### src/rtl/cpu_pipe_pkg.sv
// Shared widths, packing order and control layout for the inter-stage pipeline registers.
package cpu_pipe_pkg;

  // ID/EX: pc4, rs1 value, rs2 value, imm, rs1/rs2/rd indices
  localparam int unsigned IDEX_DATA_W  = 32 + 32 + 32 + 32 + 5 + 5 + 5;
  // EX/MEM: alu result, store data, rd index, pc4
  localparam int unsigned EXMEM_DATA_W = 32 + 32 + 5 + 32;
  // MEM/WB: load data, alu result, rd index, pc4
  localparam int unsigned MEMWB_DATA_W = 32 + 32 + 5 + 32;

  localparam int unsigned IDEX_CTRL_W  = 9;
  localparam int unsigned EXMEM_CTRL_W = 5;
  localparam int unsigned MEMWB_CTRL_W = 3;

  localparam int unsigned EXMEM_ALU_LSB   = 69;
  localparam int unsigned EXMEM_STORE_LSB = 37;
  localparam int unsigned EXMEM_RD_LSB    = 32;
  localparam int unsigned EXMEM_PC4_LSB   = 0;

  typedef enum logic [1:0] {
    WB_ALU = 2'd0,
    WB_MEM = 2'd1,
    WB_PC4 = 2'd2
  } wb_sel_e;

  typedef struct packed {
    logic    mem_read;
    logic    mem_write;
    wb_sel_e mem_to_reg;
    logic    reg_write;
  } exmem_ctrl_t;

  function automatic logic [EXMEM_DATA_W-1:0] pack_exmem(
    input logic [31:0] alu_result,
    input logic [31:0] store_data,
    input logic [4:0]  rd,
    input logic [31:0] pc4
  );
    return {alu_result, store_data, rd, pc4};
  endfunction

endpackage

### src/rtl/pipe_slot.sv
// One pipeline register slot: valid/data/ctrl with load, hold, flush and reset.
module pipe_slot
  import cpu_pipe_pkg::*;
#(
  parameter int unsigned DATA_W = EXMEM_DATA_W,
  parameter int unsigned CTRL_W = EXMEM_CTRL_W
) (
  input  logic              clk,
  input  logic              reset,
  input  logic              flush,
  input  logic              en,
  input  logic              d_valid,
  input  logic [DATA_W-1:0] d_data,
  input  logic [CTRL_W-1:0] d_ctrl,
  output logic              q_valid,
  output logic [DATA_W-1:0] q_data,
  output logic [CTRL_W-1:0] q_ctrl
);

  logic              valid_d, valid_q;
  logic [DATA_W-1:0] data_d,  data_q;
  logic [CTRL_W-1:0] ctrl_d,  ctrl_q;

  // Data only moves with a live word; ctrl is forced to zero whenever the slot is empty.
  always_comb begin
    valid_d = valid_q;
    data_d  = data_q;
    ctrl_d  = ctrl_q;
    if (flush) begin
      valid_d = 1'b0;
      ctrl_d  = '0;
    end else if (en) begin
      valid_d = d_valid;
      ctrl_d  = d_valid ? d_ctrl : '0;
      if (d_valid) data_d = d_data;
    end
  end

  always_ff @(posedge clk) begin
    if (reset) begin
      valid_q <= 1'b0;
      data_q  <= '0;
      ctrl_q  <= '0;
    end else begin
      valid_q <= valid_d;
      data_q  <= data_d;
      ctrl_q  <= ctrl_d;
    end
  end

  assign q_valid = valid_q;
  assign q_data  = data_q;
  assign q_ctrl  = ctrl_q;

endmodule

### src/rtl/pipe_stage_reg.sv
// Elastic DEPTH-slot inter-stage register with ready/valid stall, bubble collapse, flush and occupancy.
module pipe_stage_reg
  import cpu_pipe_pkg::*;
#(
  parameter int unsigned DATA_W = EXMEM_DATA_W,
  parameter int unsigned CTRL_W = EXMEM_CTRL_W,
  parameter int unsigned DEPTH  = 1
) (
  input  logic                       clk,
  input  logic                       reset,
  input  logic                       flush,
  input  logic                       in_valid,
  output logic                       in_ready,
  input  logic [DATA_W-1:0]          in_data,
  input  logic [CTRL_W-1:0]          in_ctrl,
  output logic                       out_valid,
  input  logic                       out_ready,
  output logic [DATA_W-1:0]          out_data,
  output logic [CTRL_W-1:0]          out_ctrl,
  output logic [$clog2(DEPTH+1)-1:0] occupancy
);

  localparam int unsigned OCC_W = $clog2(DEPTH + 1);

  logic [DEPTH-1:0]  slot_valid;
  logic [DATA_W-1:0] slot_data [DEPTH];
  logic [CTRL_W-1:0] slot_ctrl [DEPTH];
  logic [DEPTH-1:0]  adv;
  logic [DEPTH-1:0]  slot_en;
  logic [DEPTH-1:0]  src_valid;
  logic [DATA_W-1:0] src_data [DEPTH];
  logic [CTRL_W-1:0] src_ctrl [DEPTH];
  logic              full_above;
  logic              accept;
  logic              unload;
  logic [OCC_W-1:0]  occ_d, occ_q;

  // Slot i advances unless out_ready is low and every slot above it (and the head) is full;
  // written as a forward scan instead of the recursive chain to avoid a self-referencing vector.
  always_comb begin
    adv        = '0;
    full_above = slot_valid[DEPTH-1];
    for (int unsigned k = 0; k < DEPTH; k++) begin
      adv[DEPTH-1-k] = out_ready || !full_above;
      full_above     = full_above && slot_valid[DEPTH-1-k];
    end
  end

  assign in_ready = !reset && !flush && (adv[0] || !slot_valid[0]);
  assign accept   = in_valid && in_ready;
  assign unload   = slot_valid[DEPTH-1] && out_ready;

  always_comb begin
    slot_en      = '0;
    src_valid    = '0;
    slot_en[0]   = accept || adv[0];
    src_valid[0] = accept;
    src_data[0]  = in_data;
    src_ctrl[0]  = in_ctrl;
    for (int unsigned k = 1; k < DEPTH; k++) begin
      slot_en[k]   = adv[k-1];
      src_valid[k] = slot_valid[k-1];
      src_data[k]  = slot_data[k-1];
      src_ctrl[k]  = slot_ctrl[k-1];
    end
  end

  for (genvar g = 0; g < DEPTH; g++) begin : g_slot
    pipe_slot #(
      .DATA_W(DATA_W),
      .CTRL_W(CTRL_W)
    ) u_slot (
      .clk    (clk),
      .reset  (reset),
      .flush  (flush),
      .en     (slot_en[g]),
      .d_valid(src_valid[g]),
      .d_data (src_data[g]),
      .d_ctrl (src_ctrl[g]),
      .q_valid(slot_valid[g]),
      .q_data (slot_data[g]),
      .q_ctrl (slot_ctrl[g])
    );
  end

  // A head word taken during a flush still leaves, so the count simply drops to zero.
  always_comb begin
    occ_d = occ_q;
    if (flush) begin
      occ_d = '0;
    end else if (accept && !unload) begin
      occ_d = occ_q + OCC_W'(1);
    end else if (!accept && unload) begin
      occ_d = occ_q - OCC_W'(1);
    end
  end

  always_ff @(posedge clk) begin
    if (reset) begin
      occ_q <= '0;
    end else begin
      occ_q <= occ_d;
      assert (occ_q <= OCC_W'(DEPTH));
      assert (!(unload && !accept && occ_q == '0));
    end
  end

  assign out_valid = slot_valid[DEPTH-1];
  assign out_data  = slot_data[DEPTH-1];
  assign out_ctrl  = slot_ctrl[DEPTH-1];
  assign occupancy = occ_q;

endmodule

### config.mk
export PLATFORM = sky130hd
export DESIGN_NAME = pipe_stage_reg
export DESIGN_NICKNAME = d
export VERILOG_FILES = /design/src/rtl/cpu_pipe_pkg.sv /design/src/rtl/pipe_slot.sv /design/src/rtl/pipe_stage_reg.sv
export SDC_FILE = /design/constraint.sdc
export NUM_CORES = 1
export LEC_CHECK = 0
export CAP_MARGIN = 20
export CORE_AREA = 2 2 110 112
export DETAILED_ROUTE_END_ITERATION = 10
export DIE_AREA = 0 0 112 114
export PLACE_DENSITY_LB_ADDON = 0.15
export SKIP_CTS_REPAIR_TIMING = 1
export SLEW_MARGIN = 15
export SYNTH_ARGS = -nofsm -noshare
export SYNTH_HDL_FRONTEND = slang
export SYNTH_SLANG_ARGS = --single-unit
### constraint.sdc
create_clock -name clk -period 2 [get_ports clk]
set_input_delay 0.3 -clock clk [delete_from_list [all_inputs] [get_ports clk]]
set_output_delay 0.3 -clock clk [all_outputs]
set_load 0.1 [all_outputs]
==> results by group <==
Worst setup path
  • Depth of the worst register-to-register path: 4
  • Setup Crit Path Kind: in -> out
  • Endpoint kind of the worst setup timing path: output pin
  • Critical path fanouts, max: 8
  • Reg-to-reg critical path endpoint: g_slot[0].u_slot.q_data[61]
  • Worst setup SP type: primary input
  • R2R Setup Slk: 0.43 ns
  • Crit path launch: flush
  • Arrival time worst endpoint: 1.50 ns
  • Required time of the critical path: 1.70 ns
  • Termination of the worst setup path: in_ready
  • Worst R2R Start: g_slot[0].u_slot.q_valid

Timing
  • Worst relative slew slack: 26.6%
  • Fmax: 0.555 GHz
  • Slew Viols, Final: 0
  • Worst setup skew after layout: 0.00727 ns
  • Fin. Hold Viols: 0
  • Unrepaired setup endpoints after global routing: no
  • Final clock period utilization by the worst path: 90.0%
  • Total of endpoints with negative setup slack in the final report: 0
  • Minimum clock period after layout: 1.80 ns
  • Worst-margin pin slew: 1.10 ns

Route
  • Detailed-routing iteration count for the pre-antenna-repair pass: 4
  • Drt drc: 0
  • Vias: 3303
  • Detail-routed via count per cell: 4.56
  • Residual antenna-violating net count after detailed routing: 0
  • Initial drt markers: 107
  • Routed wire length: 10.8 mm
  • Routed wire length per instance: 14.9 µm

Logic synthesis
  • Most common flop cell mapped by yosys: dfxtp_1
  • Leading cell types by count after synthesis: dfxtp_1 (108), nor2b_1 (102), mux2_4 (90)
  • Synthesized netlist cell count: 360
  • Number of enable-type register cells in the synthesized netlist: 0
  • Area share of the largest cell type after synthesis: 47.3%
  • Synthesized area per cell: 12.7 µm²
  • Cells taking the most area after synthesis: dfxtp_1 (47%), mux2_4 (30%), nor2b_1 (14%), mux2_2 (2.7%), buf_6 (2.5%)
  • Synthesized-area fraction occupied by ao, oa, aoi and oai cells: 0.931%
  • #FFs+latches synth: 108
  • Syn_nets: 471
  • Library cells used by synthesis: 17
  • Share of synthesized cell area in full adder, half adder and majority cells: 0%
  • Share of flip-flops with an asynchronous set or reset after synthesis: 0%
  • Share of cell area taken by muxes after synthesis: 32.3%
  • Cell type contributing the most total cell area after synthesis: dfxtp_1
  • Post-synthesis instance area: 4570 µm²
  • Count of warnings emitted by yosys: 0
  • Dominant cell by count in the synthesized netlist: dfxtp_1
  • Sequential-to-total area share from yosys stat: 47.3%
  • Post-Synth Simple-Gate Area: 15.8%
  • Share of the synthesized netlist area taken by xor and xnor gates: 0%
  • Main combinational cell family by area after synthesis: multiplexers

Cells and area
  • Fill cell count: 1005
  • Final layout net count: 685
  • Layout Cell Area excl Fill: 6880 µm²
  • Final antenna diode count: 0
  • Proportion of layout cells with a drive suffix above 1: 40.3%
  • Synth-to-Final Area Change: 50.5%

GRT
  • Global-route wire length before repair: 16.8 mm
  • Gr ovfl total: 0
  • Overall track demand over capacity in global routing: 16.6%
  • Vias in the first global route: 3372
  • Antenna violations before repair: 0
  • Maximum number of pins on one net before global-route repair: 102

Flow run
  • Max-Cap Viols: 0

Clocking
  • CTS HTree Levels: 3
  • Number of buffers added by the clock tree synthesis step: 9
  • Max Buffers Root-to-Sink: 2
  • Root buffer cell: clkbuf_16
  • Clock slew at reported path FFs: 0.06 ns
  • Total clock sinks: 108
  • Insertion delay of the later-clocked pin in the worst-skew pair: 0.35 ns
  • CTS tree: yes

Floorplanning
  • Io pins: 220
  • Site Rows: 40
  • Die ar.: 12800 µm²
  • Die height: 114 µm
  • Placeable core region: 11700 µm²
  • Die width: 112 µm
  • Initial Utilization: 39.0%

Placement
  • Area post-placement: 6610 µm²
  • Half-perimeter wire length of the detailed placement result: 7.48 mm
  • Number of input and output port buffers inserted: 219
  • Global placer's final weighted congestion: 0.734

Power and ir drop
  • Power Density: 819 nW/µm²
  • Portion of total power attributed to the clock network: 29.7%
  • Seq pwr share: 41.3%
  • Part of the total power dissipated in combinational logic: 29.0%
  • Net switching share of the total power: 33.7%
  • Peak ir drop on the vdd network: 0.486 mV
  • Total internal power: 3740 µW
  • PnR Total Power: 5630 µW
  • Power dissipated by switching net loads: 1900 µW
  • Leakage power: 0.00325 µW

Status
  • Run status: completed

Min path
  • Type of the worst min-delay path: in -> reg
-- worst min-delay path by stage --
stage | start | end | cells after the start
global placement | g_slot[0].u_slot.q_ctrl[0] | g_slot[0].u_slot.q_ctrl[0] | 2
detailed placement | g_slot[0].u_slot.q_ctrl[1] | g_slot[0].u_slot.q_ctrl[1] | 2
CTS | reset | g_slot[0].u_slot.q_valid | 4
floorplan | in_valid | g_slot[0].u_slot.q_valid | 2
global route | reset | g_slot[0].u_slot.q_ctrl[0] | 4
finish | reset | g_slot[0].u_slot.q_valid | 4
-- flip-flops by register name (all words and copies together) (netlist names) --
| signal | cells |
|---|---|
| g_slot.u_slot.q_data | 101 |
| g_slot.u_slot.q_ctrl | 5 |
| g_slot.u_slot.q_valid | 1 |
| occupancy | 1 |
-- metrics by stage --
stage	cells	hold slack [ns]	TNS, ns	setup slack [ns]	util, %
3_5_place_dp	710	0.452	-9.77	-0.122	56.4
5_1_grt	725	0.456	0	0.164	58.7
6_report	725	0.449	0	0.199	58.7
2_1_floorplan	360	0.436	0	0.0192	-
4_1_cts	725	0.438	0	0.189	58.7
3_3_place_gp	710	0.440	-7.91	-0.0996	56.4
-- power by group through the flow --
stage	clock network, µW	logic, µW	registers, µW
finish	1670	1630	2330
global route	1830	1680	2340
CTS	1730	1640	2330
detailed placement	0	1640	2370
global placement	0	1630	2370
floorplan	0	332	3220
-- cell usage in the layout (no fill, tap or decap) --
cell	n
nand3_1	6
clkinvlp_4	1
mux2_2	11
clkdlybuf4s50_1	109
nor2_2	1
or2_0	1
nand2b_1	2
clkbuf_16	9
a21oi_1	7
or3_4	1
mux2_4	90
dfxtp_1	107
nand2_1	5
buf_4	114
nor2b_1	102
dfxtp_2	1
inv_1	1
a21o_1	1
clkbuf_8	2
buf_12	3
clkbuf_1	3
nand3b_1	1
-- worst max-delay path: stages --
cell and delay, ns:
clkdlybuf4s50_1 0.41, or2_0 0.26, buf_4 0.18, nor2_2 0.16, buf_12 0.19
-- area by class of cell --
class | instances | area, µm² | area share, %
multi-input cells | 228 | 2250 | 32.7
flip-flops and latches | 108 | 2160 | 31.5
repair buffers | 226 | 2010 | 29.2
clock buffers | 14 | 264 | 3.84
well taps | 147 | 184 | 2.67
clock inverters | 1 | 7.51 | 0.109
inverters | 1 | 3.75 | 0.0546
-- logic make-up (layout without fill, tap and decap cells) --
family	after synthesis	in the layout
muxes	101	101
DFF	108	108
and+or+nand+nor	119	119
buffers and inverters	24	242
AOI/OAI and AO/OA	8	8
-- routing by layer --
layer | up-vias | track usage [%] | part of all wire, %
li1 | 1612 | - | -
met1 | 1540 | 20.8 | 44
met2 | 140 | 25.8 | 45
met3 | 11 | 6.22 | 9.5
met4 | 0 | 7.32 | 1.7
met5 | - | 0 | 0
Power figures use the tool's default switching activity.
==> edit, RTL diff (same flow settings) <==
`EXMEM_CTRL_W`: 5 -> 10.
--- a/src/rtl/cpu_pipe_pkg.sv
+++ b/src/rtl/cpu_pipe_pkg.sv
@@ -11,3 +11,3 @@
   localparam int unsigned IDEX_CTRL_W  = 9;
-  localparam int unsigned EXMEM_CTRL_W = 5;
+  localparam int unsigned EXMEM_CTRL_W = 10;
   localparam int unsigned MEMWB_CTRL_W = 3;
Interface: changed (resized in_ctrl and out_ctrl); port bits go from 220 to 230. The function was not compared with the original's and may differ.
==> edit against the unedited design <==
Count of clock-buffer cells in the layout grew 15. Setup slack gained 0.027 ns. Wire length is 5.8% higher. Total power rose by 19%. Highest routed layer unchanged. Critical path type unchanged. Sequential cell count is 5 higher. Global-route usage increased by 1.5 points. Synthesized area grew 3.0%. Sequential share of layout area is 1.2 points lower. Cell area grew 8.7%.
==> edit: results (changes against the unedited design) <==
placer congestion estimate=0.721 (was 0.734); Largest stage delay, worst path=0.47 ns (was 0.41 ns); cell count of the worst reg-to-reg path=5 (was 4); Layout Nets=720 (was 685); clock buffer count from CTS=17 (was 9); Filler Cell Count=936 (was 1,005); VDD IR-drop max=0.000602 V (was 0.000486 V); vias in the first global route=3,627 (was 3,372); Max FO, Critical Path=4 (was 8); Detailed Route Iter0 Violations=148 (was 107); Leak=3.55 nW (was 3.25 nW); CTS clk-pin slew, worst paths=0.05 ns; dominant cells by area after synthesis=dfxtp_1 (48%), mux2_4 (29%), nor2b_1 (13%), mux2_2 (2.6%), buf_6 (2.4%) (was dfxtp_1 (47%), mux2_4 (30%), nor2b_1 (14%), mux2_2 (2.7%), buf_6 (2.5%)); FF-to-FF Start=g_slot[0].u_slot.q_valid$_SDFFE_PN0P_ (unchanged); synth unique cells=22 (was 17); via count=3,453 (was 3,303); worst min-delay path startpoint=reset (unchanged); slowest library cell on the worst path=clkdlybuf4s50_1 (unchanged); prevailing post-synth register cell=dfxtp_1 (unchanged); sequential share of the synthesized area=48.1% (was 47.3%); gr usage total=18.1% (was 16.6%); IO Port Bufs=229 (was 219); maximum clock path buffer count=2 (unchanged); asr flop ratio synth=0% (unchanged); Hold Violations, Final=0 (unchanged); wirelength, routed=11.4 mm (was 10.8 mm); status=completed (unchanged); layout cells sized above 1=42.0% (was 40.3%); Pwr Density=898 nW/um2 (was 819 nW/um2); root buf cell=clkbuf_16 (unchanged); register-to-register setup slack=0.61 ns (was 0.43 ns); max reg flops=101 (unchanged); relative slew slack=61.9% (was 26.6%); first-pass GRT wire length=18.1 mm (was 16.8 mm); Yosys Warn Count=0 (unchanged); Hold Path Depth=4 (unchanged); initial antenna violation count=0 (unchanged); detailed placement HPWL=8.32 mm (was 7.48 mm); Clock Skews=0.00649 ns (was 0.00727 ns); clk_lat worst skew=0.40 ns (was 0.35 ns); number of diodes=0 (unchanged); worst hold path class=primary input to flop (unchanged); Arr. time, crit path=1.47 ns (was 1.50 ns); drt first pass iters=4 (unchanged); H-tree depth=4 (was 3); WHS Endpoint=g_slot[0].u_slot.q_valid$_SDFFE_PN0P_ (unchanged); Synthesized Nets=477 (was 471); Post-synth top cells=dfxtp_1 (113), nor2b_1 (101), mux2_4 (90) (was dfxtp_1 (108), nor2b_1 (102), mux2_4 (90)); Reg-to-Reg End=g_slot[0].u_slot.q_data[74]$_SDFFE_PP0P_ (was g_slot[0].u_slot.q_data[61]$_SDFFE_PP0P_); pin count of the biggest net entering global routing=56 (was 102)
[edit: kinds of logic (layout without fill, tap and decap cells)]
| kind of cell | Yosys count | in the layout | share of synthesized area, % |
|---|---|---|---|
| simple gates | 110 | 110 | 14.6 |
| compound gates | 12 | 12 | 2.13 |
| mux | 102 | 102 | 31.6 |
| flops | 113 | 113 | 48.1 |
| buf+inv | 24 | 277 | 3.62 |
[edit: per-layer routing]
metal,track usage (%),up-vias,wire length (um)
met5,0,-,0
met4,7.48,0,187
met1,21.4,1603,4880
li1,-,1698,-
met2,29.9,136,5520
met3,6.70,16,853
[edit: through the flow]
| step | utilization, % | worst slack, ns | std cells | instance area [um2] | hold WS, ns |
|---|---|---|---|---|---|
| 6_report | 63.9 | 0.226 | 761 | 7480 | 0.332 |
| 5_1_grt | 63.9 | 0.189 | 761 | 7480 | 0.319 |
| 2_1_floorplan | - | 0.228 | 361 | 4710 | 0.433 |
| 4_1_cts | 63.9 | 0.217 | 761 | 7480 | 0.316 |
| 3_3_place_gp | 59.6 | 0.153 | 732 | 6980 | 0.460 |
| 3_5_place_dp | 59.6 | 0.110 | 732 | 6980 | 0.460 |
[edit: critical path, delay by kind of cell]
kind                   cells  cell delay (ns)
and+or+nand+nor            2             0.37
buffers and inverters      3             0.80
[edit: power by group]
part / total (mW) / switching (mW) / internal (mW)
registers: 2.44 / 0.0599 / 2.38
logic: 1.70 / 1.11 / 0.590
clock network: 2.58 / 0.922 / 1.66
[edit: worst max-delay path by stage]
stage                                                from                                       end  slack, ns  cells after the start
floorplan           g_slot[0].u_slot.q_valid$_SDFFE_PN0P_                                  in_ready       0.23                      2
global placement                                    flush  g_slot[0].u_slot.q_data[74]$_SDFFE_PP0P_       0.15                      6
detailed placement                                  flush  g_slot[0].u_slot.q_data[78]$_SDFFE_PP0P_       0.11                      6
CTS                                                 flush                                  in_ready       0.22                      5
global route                                        flush                                  in_ready       0.19                      5
finish                                              flush                                  in_ready       0.23                      5
[edit: cell type report]
| class | count | area [um2] | share of cell area (%) |
|---|---|---|---|
| inverters | 1 | 3.75 | 0.0502 |
| multi-input cells | 224 | 2290 | 30.6 |
| well taps | 147 | 184 | 2.46 |
| flip-flops and latches | 113 | 2260 | 30.3 |
| repair buffers | 247 | 2240 | 29.9 |
| clock buffers | 29 | 500 | 6.69 |
